**config.mk**
```make
export PLATFORM = sky130hd
export DESIGN_NAME = alu_seq_exec_flat
export DESIGN_NICKNAME = d
export VERILOG_FILES = /design/src/rtl/alu_seq_exec_pkg.sv /design/src/rtl/alu_seq_exec_if.sv /design/src/rtl/alu_serial_shifter.sv /design/src/rtl/alu_seq_exec.sv /design/src/flat_wrapper.sv
export SDC_FILE = /design/constraint.sdc
export NUM_CORES = 1
export LEC_CHECK = 0
export CORE_MARGIN = 2
export CORE_UTILIZATION = 45
export DETAILED_ROUTE_END_ITERATION = 10
export PLACE_DENSITY = 0.66
export SYNTH_ARGS = -nofsm -noshare
export SYNTH_HDL_FRONTEND = slang
export SYNTH_HIERARCHICAL = 1
export SYNTH_SLANG_ARGS = --single-unit
```
**constraint.sdc**
```tcl
create_clock -name clk -period 4 [get_ports clk]
set_input_delay 0.8 -clock clk [delete_from_list [all_inputs] [get_ports clk]]
set_output_delay 0.8 -clock clk [all_outputs]
set_load 0.01 [all_outputs]
```
**src/rtl/alu_seq_exec_pkg.sv**
```systemverilog
// Shared definitions for the sequential ALU execution unit: op codes, FSM states
// and shift kinds. The op codes must match the ALU decoder's encoding.
package alu_seq_exec_pkg;

    localparam int XLEN_DEF    = 32;
    localparam int SHAMT_W_DEF = 5;

    localparam logic [3:0] ALU_ADD  = 4'b0000;
    localparam logic [3:0] ALU_SUB  = 4'b0001;
    localparam logic [3:0] ALU_AND  = 4'b0010;
    localparam logic [3:0] ALU_OR   = 4'b0011;
    localparam logic [3:0] ALU_SLT  = 4'b0101;
    localparam logic [3:0] ALU_XOR  = 4'b0110;
    localparam logic [3:0] ALU_SLL  = 4'b0111;
    localparam logic [3:0] ALU_SRL  = 4'b1000;
    localparam logic [3:0] ALU_SRA  = 4'b1001;
    localparam logic [3:0] ALU_SLTU = 4'b1100;

    typedef enum logic [1:0] {
        S_IDLE,
        S_SHIFT,
        S_DONE
    } state_t;

    typedef enum logic [1:0] {
        SH_LL,
        SH_RL,
        SH_RA
    } shift_kind_t;

    function automatic logic is_shift_op(input logic [3:0] code);
        return (code == ALU_SLL) || (code == ALU_SRL) || (code == ALU_SRA);
    endfunction

    function automatic shift_kind_t shift_kind_of(input logic [3:0] code);
        case (code)
            ALU_SRL: return SH_RL;
            ALU_SRA: return SH_RA;
            default: return SH_LL;
        endcase
    endfunction

endpackage

```
**src/rtl/alu_seq_exec_if.sv**
```systemverilog
// Request/response bundle between the decode stage, the execution unit and writeback.
// Signal names follow the core's existing datapath naming.
interface alu_seq_exec_if
    import alu_seq_exec_pkg::*;
#(
    parameter int XLEN = XLEN_DEF
) ();

    logic            in_valid;
    logic            in_ready;
    logic [3:0]      ALUControl;
    logic [XLEN-1:0] SrcA;
    logic [XLEN-1:0] SrcB;
    logic            out_valid;
    logic            out_ready;
    logic [XLEN-1:0] ALUResult;
    logic            Zero;
    logic            illegal_op;

    modport master (
        output in_valid, ALUControl, SrcA, SrcB, out_ready,
        input  in_ready, out_valid, ALUResult, Zero, illegal_op
    );

    modport slave (
        input  in_valid, ALUControl, SrcA, SrcB, out_ready,
        output in_ready, out_valid, ALUResult, Zero, illegal_op
    );

endinterface

```
**src/rtl/alu_serial_shifter.sv**
```systemverilog
// One-bit-per-cycle shifter: load a value and a count, then it shifts once per
// cycle until the count runs out. result_next is the value after the current step.
module alu_serial_shifter
    import alu_seq_exec_pkg::*;
#(
    parameter int XLEN    = XLEN_DEF,
    parameter int SHAMT_W = SHAMT_W_DEF
) (
    input  logic               clk,
    input  logic               reset,
    input  logic               load,
    input  shift_kind_t        kind,
    input  logic [XLEN-1:0]    value,
    input  logic [SHAMT_W-1:0] amount,
    output logic               busy,
    output logic               done,
    output logic [XLEN-1:0]    result_next
);

    logic [XLEN-1:0]    shreg;
    logic [SHAMT_W-1:0] count;
    shift_kind_t        kind_q;

    assign busy = (count != '0);
    // done marks the step whose update brings the count to zero.
    assign done = (count == SHAMT_W'(1));

    always_comb begin
        case (kind_q)
            SH_LL:   result_next = {shreg[XLEN-2:0], 1'b0};
            SH_RL:   result_next = {1'b0, shreg[XLEN-1:1]};
            SH_RA:   result_next = {shreg[XLEN-1], shreg[XLEN-1:1]};
            default: result_next = shreg;
        endcase
    end

    // NOTE: sequential state uses non-blocking assignments so every register
    // samples the pre-edge values, independent of statement order.
    always_ff @(posedge clk) begin
        if (reset) begin
            shreg  <= '0;
            count  <= '0;
            kind_q <= SH_LL;
        end else if (load) begin
            shreg  <= value;
            count  <= amount;
            kind_q <= kind;
        end else if (busy) begin
            shreg  <= result_next;
            count  <= count - SHAMT_W'(1);
        end
    end

endmodule

```
**src/rtl/alu_seq_exec.sv**
```systemverilog
// Multi-cycle ALU execution unit: single-cycle logic/arithmetic/compare ops,
// serial shifts, valid/ready handshakes on both the request and result sides.
module alu_seq_exec
    import alu_seq_exec_pkg::*;
#(
    parameter int XLEN    = XLEN_DEF,
    parameter int SHAMT_W = SHAMT_W_DEF
) (
    input  logic         clk,
    input  logic         reset,
    alu_seq_exec_if.slave bus
);

    state_t             state, state_next;
    logic [XLEN-1:0]    op_result, result_d, result_q, sh_next;
    logic               op_illegal, illegal_d, illegal_q, zero_q;
    logic               capture, sh_load, sh_busy, sh_done, accept;
    logic [SHAMT_W-1:0] shamt;

    assign shamt  = bus.SrcB[SHAMT_W-1:0];
    assign accept = bus.in_valid && (state == S_IDLE);

    // Shift codes yield SrcA here: that is the zero-shamt result.
    always_comb begin
        op_result  = '0;
        op_illegal = 1'b0;
        case (bus.ALUControl)
            ALU_ADD:  op_result = bus.SrcA + bus.SrcB;
            ALU_SUB:  op_result = bus.SrcA - bus.SrcB;
            ALU_AND:  op_result = bus.SrcA & bus.SrcB;
            ALU_OR:   op_result = bus.SrcA | bus.SrcB;
            ALU_XOR:  op_result = bus.SrcA ^ bus.SrcB;
            ALU_SLT:  op_result = {{(XLEN-1){1'b0}}, $signed(bus.SrcA) < $signed(bus.SrcB)};
            ALU_SLTU: op_result = {{(XLEN-1){1'b0}}, bus.SrcA < bus.SrcB};
            ALU_SLL,
            ALU_SRL,
            ALU_SRA:  op_result = bus.SrcA;
            default:  op_illegal = 1'b1;
        endcase
    end

    alu_serial_shifter #(
        .XLEN    (XLEN),
        .SHAMT_W (SHAMT_W)
    ) u_shifter (
        .clk         (clk),
        .reset       (reset),
        .load        (sh_load),
        .kind        (shift_kind_of(bus.ALUControl)),
        .value       (bus.SrcA),
        .amount      (shamt),
        .busy        (sh_busy),
        .done        (sh_done),
        .result_next (sh_next)
    );

    // NOTE: every output of this block gets a default first, so no path
    // through the case can leave a signal unassigned and infer a latch.
    always_comb begin
        state_next = state;
        capture    = 1'b0;
        sh_load    = 1'b0;
        result_d   = op_result;
        illegal_d  = op_illegal;
        case (state)
            S_IDLE: begin
                if (accept) begin
                    if (is_shift_op(bus.ALUControl) && (shamt != '0)) begin
                        sh_load    = 1'b1;
                        state_next = S_SHIFT;
                    end else begin
                        capture    = 1'b1;
                        state_next = S_DONE;
                    end
                end
            end
            S_SHIFT: begin
                if (sh_done) begin
                    capture    = 1'b1;
                    result_d   = sh_next;
                    illegal_d  = 1'b0;
                    state_next = S_DONE;
                end else if (!sh_busy) begin
                    state_next = S_IDLE;
                end
            end
            S_DONE: begin
                if (bus.out_ready) state_next = S_IDLE;
            end
            default: state_next = S_IDLE;
        endcase
    end

    always_ff @(posedge clk) begin
        if (reset) state <= S_IDLE;
        else       state <= state_next;
    end

    // Result, Zero and illegal_op only change on entry to DONE.
    always_ff @(posedge clk) begin
        if (reset) begin
            result_q  <= '0;
            zero_q    <= 1'b1;
            illegal_q <= 1'b0;
        end else if (capture) begin
            result_q  <= result_d;
            zero_q    <= (result_d == '0);
            illegal_q <= illegal_d;
        end
    end

    assign bus.in_ready   = (state == S_IDLE);
    assign bus.out_valid  = (state == S_DONE);
    assign bus.ALUResult  = result_q;
    assign bus.Zero       = zero_q;
    assign bus.illegal_op = illegal_q;

endmodule

```
**src/flat_wrapper.sv**
```systemverilog
// flat-port wrapper written by rule: the top's interface ports become plain ports
module alu_seq_exec_flat import alu_seq_exec_pkg::*;
#(
    parameter int XLEN    = XLEN_DEF,
    parameter int SHAMT_W = SHAMT_W_DEF
)
  (clk, reset, bus_in_valid, bus_ALUControl, bus_SrcA, bus_SrcB, bus_out_ready, bus_in_ready, bus_out_valid, bus_ALUResult, bus_Zero, bus_illegal_op);
  alu_seq_exec_if #(.XLEN(XLEN)) bus_i ();
  input  logic clk;
  input  logic reset;
  input wire logic [$bits(bus_i.in_valid)-1:0] bus_in_valid;
  input wire logic [$bits(bus_i.ALUControl)-1:0] bus_ALUControl;
  input wire logic [$bits(bus_i.SrcA)-1:0] bus_SrcA;
  input wire logic [$bits(bus_i.SrcB)-1:0] bus_SrcB;
  input wire logic [$bits(bus_i.out_ready)-1:0] bus_out_ready;
  output wire logic [$bits(bus_i.in_ready)-1:0] bus_in_ready;
  output wire logic [$bits(bus_i.out_valid)-1:0] bus_out_valid;
  output wire logic [$bits(bus_i.ALUResult)-1:0] bus_ALUResult;
  output wire logic [$bits(bus_i.Zero)-1:0] bus_Zero;
  output wire logic [$bits(bus_i.illegal_op)-1:0] bus_illegal_op;
  assign bus_i.in_valid = bus_in_valid;
  assign bus_i.ALUControl = bus_ALUControl;
  assign bus_i.SrcA = bus_SrcA;
  assign bus_i.SrcB = bus_SrcB;
  assign bus_i.out_ready = bus_out_ready;
  assign bus_in_ready = bus_i.in_ready;
  assign bus_out_valid = bus_i.out_valid;
  assign bus_ALUResult = bus_i.ALUResult;
  assign bus_Zero = bus_i.Zero;
  assign bus_illegal_op = bus_i.illegal_op;
  alu_seq_exec #(.XLEN(XLEN), .SHAMT_W(SHAMT_W)) u_core (.clk(clk), .reset(reset), .bus(bus_i));
endmodule
```
After elaboration in Yosys (flattened, before gate mapping)

Index checks and enable logic that the tools add are counted.

Flip-flop bits (word level): 75
Output and inout bits: 36
Input port bits: 72
Logic and storage cells: 71

Reductions and logical operators: 14
Multiplexer cells: 25
Magnitude comparators: 2
Bitwise operators: 3
Add/sub/neg operators: 3
Equal/unequal tests: 17

Operators with widths:

| operator                                          | count |
|---|---|
| one-hot mux 32 bit (8 select lines)               | 1 |
| 2-to-1 mux 32 bit                                 | 4 |
| one-hot mux 32 bit (3 select lines)               | 1 |
| less-than comparator 32 bit                       | 2 |
| adder 32 bit                                      | 1 |
| bitwise AND 32 bit                                | 1 |
| zero test 32 bit                                  | 1 |
| OR 32 bit                                         | 1 |
| subtractor 32 bit                                 | 1 |
| XOR 32 bit                                        | 1 |
| == test 4 x 3 -> 1 bit (second input constant)    | 3 |
| == test 4 bit (second input constant)             | 3 |
| 2-to-1 mux 2 bit                                  | 5 |
| 2-to-1 mux 5 bit                                  | 2 |
| nonzero test 5 bit                                | 2 |
| OR reduction 10 bit                               | 1 |
| 2-to-1 mux 1 bit                                  | 9 |
| == test 4 x 2 -> 1 bit (second input constant)    | 2 |
| one-hot mux 2 bit (3 select lines)                | 1 |
| == test 5 x 1 -> 1 bit (second input constant)    | 1 |
| subtractor 5 x 1 -> 5 bit (second input constant) | 1 |
| == test 2 x 1 -> 1 bit (second input constant)    | 2 |
| == test 2 bit (second input constant)             | 2 |
| == test 4 x 1 -> 1 bit (second input constant)    | 1 |
| other kinds (12)                                  | 15 |

Depth between registers and ports, before layout

Gate-level depths: netlist (run 1).

Depth after elaboration: 8
Mapped depth: 17
Mapped depth without buffers: 15

Hierarchy

The synthesis (run 1) kept the hierarchy.

Modules (own cells, without submodules):

| module             | cells each | instances | area each (um^2) |
|---|---|---|---|
| alu_seq_exec       | 1,126      | 1         | 7,624.8 |
| alu_serial_shifter | 265        | 1         | 2,526.2 |

Worst setup path before layout (run 1)

OpenSTA, ideal clock, no wires.

Path kind: input -> register
Start point: input bus_SrcA[0]
End point: register u_core.zero_q (netlist: u_core/bus.Zero)
Path buffers: 0
Cell stages on the path: 15
Data required time: 3.884 ns
Arrival: 3.894 ns
Path slack: -0.010 ns
Cell sequence: inv_1 ha_1 fa_1 or2_1 a2111o_1 a31oi_4 nand3_2 a2111oi_2 nor2_1 o221a_1 a211oi_2 nor2_1 and4_1 and3_1 a41o_1

Longest elaborated chain between the ends: 5
Elaborated cells on any way between the ends: 11

RTL lines:

| what                                            | line                | source |
|---|---|---|
| from (decl)                                     | flat_wrapper.sv:13  | `input wire logic [$bits(bus_i.SrcA)-1:0] bus_SrcA;` |
| subtractor 32 bit, or another cell as far along | alu_seq_exec.sv:29  | `ALU_SUB: op_result = bus.SrcA - bus.SrcB;` |
| one-hot mux 32 bit (8 select lines) (*)         | alu_seq_exec.sv:27  | `case (bus.ALUControl)` |
| 2-to-1 mux 32 bit                               | alu_seq_exec.sv:78  | `if (sh_done) begin` |
| 2-to-1 mux 32 bit (*)                           | alu_seq_exec.sv:65  | `case (state)` |
| zero test 32 bit (*)                            | alu_seq_exec.sv:107 | `zero_q <= (result_d == '0);` |
| to (signal assigned)                            | alu_seq_exec.sv:107 |  |
| to (decl)                                       | alu_seq_exec.sv:16  | `logic op_illegal, illegal_d, illegal_q, zero_q;` |

Mark *: on every way between the ends. The rest lies on a longest branch, timed or not.
A chain may end at the register's enable or synchronous reset.

Final worst setup path (run 1)

Start point: input bus_SrcA[4]
End point: register u_core.zero_q (netlist: u_core/bus.Zero)

The elaborated chain is that of the path after synthesis.

==> results of run 1 <==
[cell type report]
cell class                      instances  area [sq um]
Timing Repair Buffer                  548          4496
Inverter                              108         407.9
Antenna cell                            1         2.502
Clock buffer                            9         225.2
Multi-Input combinational cell       1108          8586
Sequential cell                        75          1503
Fill cell                            1830          6320
Clock inverter                          7         68.82
Tap cell                              280         350.3
[cells by family (layout without fill, tap and decap cells)]
family,after synthesis,in the layout
xor+xnor,11,11
simple gates,427,427
mux,77,77
other cells,0,1
buf+inv,208,672
flops,75,75
compound gates,476,476
fa+ha+maj,117,117
[synth_stat cells, drive strengths merged, types with 18 or more instances]
cell type | count | area, sq um
a31oi | 20 | 140.1
a32o | 22 | 220.2
nand2 | 115 | 431.7
nor3 | 36 | 180.2
ha | 115 | 1439
a21o | 32 | 240.2
dfxtp | 75 | 1501
inv | 107 | 401.6
a21oi | 121 | 605.6
a211oi | 28 | 225.2
clkbuf | 67 | 251.5
nor2 | 123 | 464.2
or3 | 22 | 137.6
o221ai | 18 | 157.7
o211ai | 23 | 172.7
o21ai | 64 | 320.3
buf | 33 | 158.9
mux2i | 75 | 750.7
[metrics by stage]
stage          hold slack [ps]  setup slack (ps)  util [%]
3_3_place_gp             440.9            -905.9     65.59
2_1_floorplan            476.1             7.763         -
3_5_place_dp             442.0            -959.2     65.59
4_1_cts                  450.9            0.5538     69.98
6_report                 453.7            -47.70     71.22
5_1_grt                  479.9            -133.8     71.21
[worst register-to-register path, cell delays in order, from the launching register on]
cell,delay (ps)
dfxtp_1,440
buf_4,310
nand2_1,290
o221ai_1,530
inv_1,170
o31ai_1,250
and3b_1,220
o2111ai_1,140
a211oi_2,260
nand4b_1,180
nor3_2,210
and4_1,270
and3_1,170
a41o_1,150
[routing by layer]
metal | track usage [%] | vias up | routed length [um]
li1 | - | 6081 | -
met1 | 52.39 | 6351 | 20220
met2 | 66.82 | 794 | 22400
met3 | 6.052 | 186 | 4433
met4 | 23.54 | 0 | 3136
met5 | 0 | - | 0
[flip-flops by register name, summed over array words and instances (netlist names)]
name	cells
u_core/u_shifter/kind_q	2
u_core/bus.Zero	1
u_core/bus.illegal_op	1
u_core/bus.ALUResult	32
u_core/state	2
u_core/u_shifter/shreg	32
u_core/u_shifter/count	5
[power by group through the flow]
| stage | sequential [mW] | clock [mW] | combinational, mW |
|---|---|---|---|
| 2_1_floorplan | 0.916 | 0 | 1.02 |
| 3_3_place_gp | 0.913 | 0 | 2.08 |
| 3_5_place_dp | 0.920 | 0 | 2.10 |
| 4_1_cts | 0.903 | 0.883 | 2.24 |
| 5_1_grt | 0.915 | 0.907 | 2.49 |
| 6_report | 0.906 | 0.879 | 2.36 |
[worst max path at each step]
stage,start,cells after the start,slack (ps),endpoint
6_report,bus_SrcA[4],17,-50,u_core/bus.Zero
3_3_place_gp,bus_SrcA[0],17,-910,u_core/bus.Zero
2_1_floorplan,bus_SrcA[0],15,8,u_core/bus.Zero
4_1_cts,bus_SrcA[0],16,0.6,u_core/bus.Zero
3_5_place_dp,bus_SrcA[0],17,-960,u_core/bus.Zero
5_1_grt,bus_SrcA[4],17,-130,u_core/bus.Zero
[timing repair]
item                                    in CTS  in global routing
pin swaps                                   48                 30
setup buffers                               25                  4
cloned                                       0                  0
endpoints found under the setup margin      11                  6
resized for setup                          137                 64
==> impl_metrics.csv, run 1 <==
group,metric,value,unit
run_status,status,"finished, violations left",
run_status,violations,"setup timing",
yosys,synth_simple_gate_area_share,20.94,%
worst_setup_path,required,4300,ps
worst_setup_path,critPathMaxStageDelay,470,ps
pwr,power,4.144,mW
timing,slew_headroom,27.23,%
pwr,leakage,7.022,nW
worst_setup_path,path_delay_family,"compound AO/OA/AOI/OAI gates",
detailed_routing,route.detailed.drc,0,
timing,clock_skew,20.26,ps
global_routing,antenna_found_initial,1,
clock_tree,cts.htree.levels,3,
yosys,syn-num-nets,1580,
yosys,synth.cell_area,10150,sq um
worst_setup_path,rr_startpoint,"u_core/u_shifter/kind_q[1]",
detailed_routing,antenna_left,0,
timing,setup_viol,1,
floorplan,fp.coreArea,21960,sq um
worst_setup_path,crit_buf_inv,4,
yosys,synth-edff-count,0,
pwr,swShare,43.89,%
yosys,synth_fa_ha_area_share,14.57,%
yosys,synthFlopType,"dfxtp_1",
placement,place_area,14400,sq um
pwr,vdd.ir_drop.worst,0.0005776,V
timing,maxSlewViolCount,0,
clock_tree,cts_root_buffer,"clkbuf_16",
yosys,async_flop_share,0,%
pwr,p_clk_share,21.2,%
detailed_routing,drtIter0Drc,1422,
timing,tns,-47.70,ps
global_routing,grt_usage,41.19,%
yosys,synth_compound_area_share,33.10,%
worst_setup_path,r2r_slack,360,ps
floorplan,dieArea,23770,sq um
floorplan,die_y,154.2,um
global_routing,grt_start_max_net_pins,51,
timing,report.final.hold_viol_count,0,
hold_path,hp-start,"u_core/bus.ALUResult[4]",
pwr,internal-power,2.325,mW
timing,rsz0062_at_grt,"true",
detailed_routing,first_pass_iters,6,
pwr,powerDensity,265.0,nW/um^2
cells_and_area,layout_common_cells,"buf_4 (425), nor2_1 (119), nand2_1 (113), a21oi_1 (106), ha_1 (96)",
worst_setup_path,crit_top_cell,"buf_4",
worst_setup_path,slowest_stage,"clkdlybuf4s50_1",
yosys,synth_warnings,6,
pwr,sequentialPowerShare,21.9,%
pwr,p_switching,1.819,mW
yosys,synth_seq_cells,75,
placement,gp_congestion,1.072,
cells_and_area,synthToLayoutAreaGrowth,54.06,%
clock_tree,clockBufferDepth,2,
worst_setup_path,critical_path.cell_chain,"clkdlybuf4s50_1, inv_1, ha_4, buf_4, and3_4, o21ai_2, a31o_2, o31a_1, buf_4, xor2_2, o221ai_2, a211oi_2, nand4b_1, nor3_2, and4_1, and3_1, a41o_1",
hold_path,hold_depth,2,
worst_setup_path,cp_max_fo,5,
yosys,synth_xor_area_share,0.9491,%
floorplan,start_util,46.23,%
detailed_routing,via_count,13410,
cells_and_area,layout_commonest_cell,"buf_4",
pwr,p_comb_share,56.9,%
cells_and_area,drive_above_1_share,32.99,%
clock_tree,path_clk_slew,70,ps
global_routing,grt_pass1_wl,75.15,mm
cells_and_area,design_area,15640,sq um
clock_tree,cts_tree,"done",
yosys,syn-instance-count,1391,
clock_tree,holdBufCountCts,0,
clock_tree,clkSinkCount,75,
cells_and_area,fin_nets,2039,
placement,io_buffers,107,
worst_setup_path,reg2reg_depth,13,
yosys,synth_top_family_by_area,"compound AO/OA/AOI/OAI gates",
hold_path,hold_end,"u_core/bus.ALUResult[4]",
hold_path,hold_class,"reg -> reg",
detailed_routing,wl_per_cell,23.50,um
worst_setup_path,cp-start-kind,"input pin",
worst_setup_path,critPathKind,"in -> reg",
global_routing,grt_overflow_total,0,
yosys,synthMuxAreaShare,7.617,%
timing,worstMarginPinSlew,1087,ps
floorplan,rows,54,
detailed_routing,via_per_inst,6.279,
floorplan,io_pins,108,
worst_setup_path,crit_arrival,4340,ps
timing,setup_ws,-47.70,ps
worst_setup_path,end_kind,"flip-flop",
timing,finalCriticalPeriod,4048,ps
timing,fmax,247.1,MHz
job,drv_cap,0,
timing,min_period_over_period,101.2,%
placement,dp_cells,2092,
clock_tree,worst_skew_pair.late_latency,360,ps
cells_and_area,final_cells,2136,
detailed_routing,wirelength,50.19,mm
clock_tree,cts_made_buffers,9,
yosys,avgSynthCellArea,7.298,sq um
worst_setup_path,r2r-end,"u_core/bus.Zero",
global_routing,first_global_vias,13130,
yosys,synthDistinctLibCells,95,
floorplan,chipWidth,154.2,um
placement,dpl.hpwl,39.83,mm
yosys,synth.yosys.seq_area_share,14.79,%
(Power assumes the default switching activity.)
==> run 2, diff against run 1 <==
--- a/config.mk
+++ b/config.mk
@@ -5,10 +5,11 @@
 export SDC_FILE = /design/constraint.sdc
 export NUM_CORES = 1
 export LEC_CHECK = 0
+export CORE_ASPECT_RATIO = 1.1
 export CORE_MARGIN = 2
 export CORE_UTILIZATION = 45
 export DETAILED_ROUTE_END_ITERATION = 10
-export PLACE_DENSITY = 0.66
+export PLACE_DENSITY = 0.64
 export SYNTH_ARGS = -nofsm -noshare
 export SYNTH_HDL_FRONTEND = slang
 export SYNTH_HIERARCHICAL = 1
==> constraint.sdc (replaced) <==
create_clock -name clk -period 4.6 [get_ports clk]
set_input_delay 0.92 -clock clk [delete_from_list [all_inputs] [get_ports clk]]
set_output_delay 0.92 -clock clk [all_outputs]
set_load 0.01 [all_outputs]
==> run 2 against run 1 <==
The flow now finishes without violations. Sequential cell count is the same. Sequential share of layout area is 0.95 points higher. Global-route usage decreased by 3.3 points. Core utilization shrank 6.8 points. Routed wire length fell by 8.1%. Cell area shrank 9.0%. Combinational power is 22% lower. Die area about the same. Critical endpoint unchanged.
==> impl_metrics.csv, run 2 (synthesis results as in run 1) <==
group,metric,value,unit
detailed_routing,wl_per_cell,22.82,um
run_status,status,"completed",
clock_tree,holdBufCountCts,0,
cells_and_area,synthToLayoutAreaGrowth,40.21,%
worst_setup_path,required,4890,ps
floorplan,fp.coreArea,22110,sq um
timing,fmax,219.0,MHz
cells_and_area,fin_nets,1909,
floorplan,rows,57,
detailed_routing,drtIter0Drc,1139,
detailed_routing,via_count,12590,
floorplan,dieArea,23780,sq um
timing,worstMarginPinSlew,839.3,ps
pwr,powerDensity,245.3,nW/um^2
global_routing,grt_overflow_total,0,
global_routing,grt_pass1_wl,69.21,mm
detailed_routing,antenna_left,0,
clock_tree,clkSinkCount,75,
global_routing,grt_start_max_net_pins,41,
floorplan,start_util,45.91,%
worst_setup_path,r2r-end,"u_core/bus.Zero",
floorplan,io_pins,108,
cells_and_area,finish.utilization,64.37,%
global_routing,first_global_vias,12000,
timing,maxSlewViolCount,0,
worst_setup_path,reg2reg_depth,14,
detailed_routing,first_pass_iters,6,
cells_and_area,diodes,0,
clock_tree,cts_made_buffers,9,
worst_setup_path,cp_max_fo,5,
pwr,leakage,6.309,nW
hold_path,hp-start,"u_core/bus.ALUResult[4]",
worst_setup_path,rr_startpoint,"u_core/u_shifter/kind_q[0]",
worst_setup_path,end_kind,"flip-flop",
timing,clock_skew,6.163,ps
timing,report.final.hold_viol_count,0,
hold_path,hold_class,"reg -> reg",
placement,dpl.hpwl,36.68,mm
worst_setup_path,crit_end,"u_core/bus.Zero",
detailed_routing,wirelength,46.10,mm
worst_setup_path,r2r_slack,650,ps
global_routing,grt_usage,37.90,%
clock_tree,path_clk_slew,70,ps
worst_setup_path,critPathKind,"in -> reg",
detailed_routing,via_per_inst,6.231,
cells_and_area,drive_above_1_share,23.25,%
worst_setup_path,cp-start-kind,"input pin",
placement,gp_congestion,1.012,
timing,setup_viol,0,
timing,min_period_over_period,99.26,%
cells_and_area,layout_commonest_cell,"buf_4",
global_routing,antenna_found_initial,0,
job,drv_cap,0,
floorplan,die_y,161.5,um
timing,slew_headroom,43.97,%
worst_setup_path,crit_arrival,4860,ps
clock_tree,cts_root_buffer,"clkbuf_16",
timing,finalCriticalPeriod,4566,ps
placement,io_buffers,107,
pwr,vdd.ir_drop.worst,0.0006475,V
cells_and_area,layout_common_cells,"buf_4 (306), nor2_1 (121), a21oi_1 (117), nand2_1 (115), ha_1 (111)",
worst_setup_path,cp-startpoint,"bus_SrcB[4]",
detailed_routing,route.detailed.drc,0,
floorplan,chipWidth,147.2,um
clock_tree,clockBufferDepth,2,
timing,hold-worst-slack,456.6,ps
clock_tree,cts.htree.levels,3,
clock_tree,cts_tree,"done",
clock_tree,worst_skew_pair.late_latency,350,ps
==> run 2: cell types whose count changed in the layout (fill, tap and decap cells not counted), sizes merged, moves of 2 or more <==
cell,before,now
buf,445,312
bufinv,0,3
clkdlybuf4s15,2,0
clkdlybuf4s50,81,103
dlygate4sd2,14,1
dlymetal6s2s,5,2
inv,112,108
==> run 2: worst min path at each step <==
stage	to	slack [ps]	cells after the start
floorplan	u_core/bus.ALUResult[6]	480	2
global placement	u_core/bus.ALUResult[9]	440	2
detailed placement	u_core/bus.ALUResult[16]	440	2
CTS	u_core/bus.ALUResult[16]	460	2
global route	u_core/bus.ALUResult[16]	470	2
finish	u_core/bus.ALUResult[4]	460	2
==> run 2: cell type report <==
class,instances,area (sq um)
Timing Repair Buffer,418,3467
Tap cell,295,369.1
Sequential cell,75,1503
Clock buffer,9,225.2
Fill cell,2050,7876
Inverter,108,405.4
Multi-Input combinational cell,1108,8138
Clock inverter,7,125.1
==> run 2: power by group <==
part | switching, mW | internal, mW
Clock | 0.346 | 0.536
Combinational | 1.05 | 0.778
Sequential | 0.0632 | 0.720
Total | 1.46 | 2.03
==> run 2: repair_timing <==
action,4_1_cts,5_1_grt
endpoints found under the setup margin,1,5
resized for setup,10,43
hold endpoints to repair,0,0
pin swaps,8,21
setup buffers,2,2
==> run 2: per-layer routing <==
metal	track usage, %	vias up	share of wire (%)
met5	0	-	0
met4	20.32	0	6.3
met3	4.915	151	7.2
met2	61.94	656	45
met1	48.59	5953	42
li1	-	5826	-
==> run 2: worst max-delay path, cell delays in order <==
cell             delay, ps
clkdlybuf4s50_1        490
inv_1                   90
ha_1                   370
buf_4                  180
nor2b_1                140
nor2_1                 100
a31oi_1                520
a211oi_2               160
buf_4                  170
a21oi_1                330
a311o_1                280
buf_4                  120
xnor2_1                100
nor2_1                  60
a211oi_1               380
and3_4                 270
a41o_1                 170
==> run 2: stage by stage <==
stage               setup TNS [ps]  instances  setup slack, ps  area (sq um)  power, mW
global route                -14.36       2020           -14.36         14230      3.649
detailed placement           -1367       2000           -510.5         13600      2.525
finish                           0       2020            33.96         14230      3.491
CTS                              0       2018            2.063         14000      3.423
floorplan                        0       1391            469.6         10150      1.680
global placement             -1537       2000           -454.5         13600      2.513
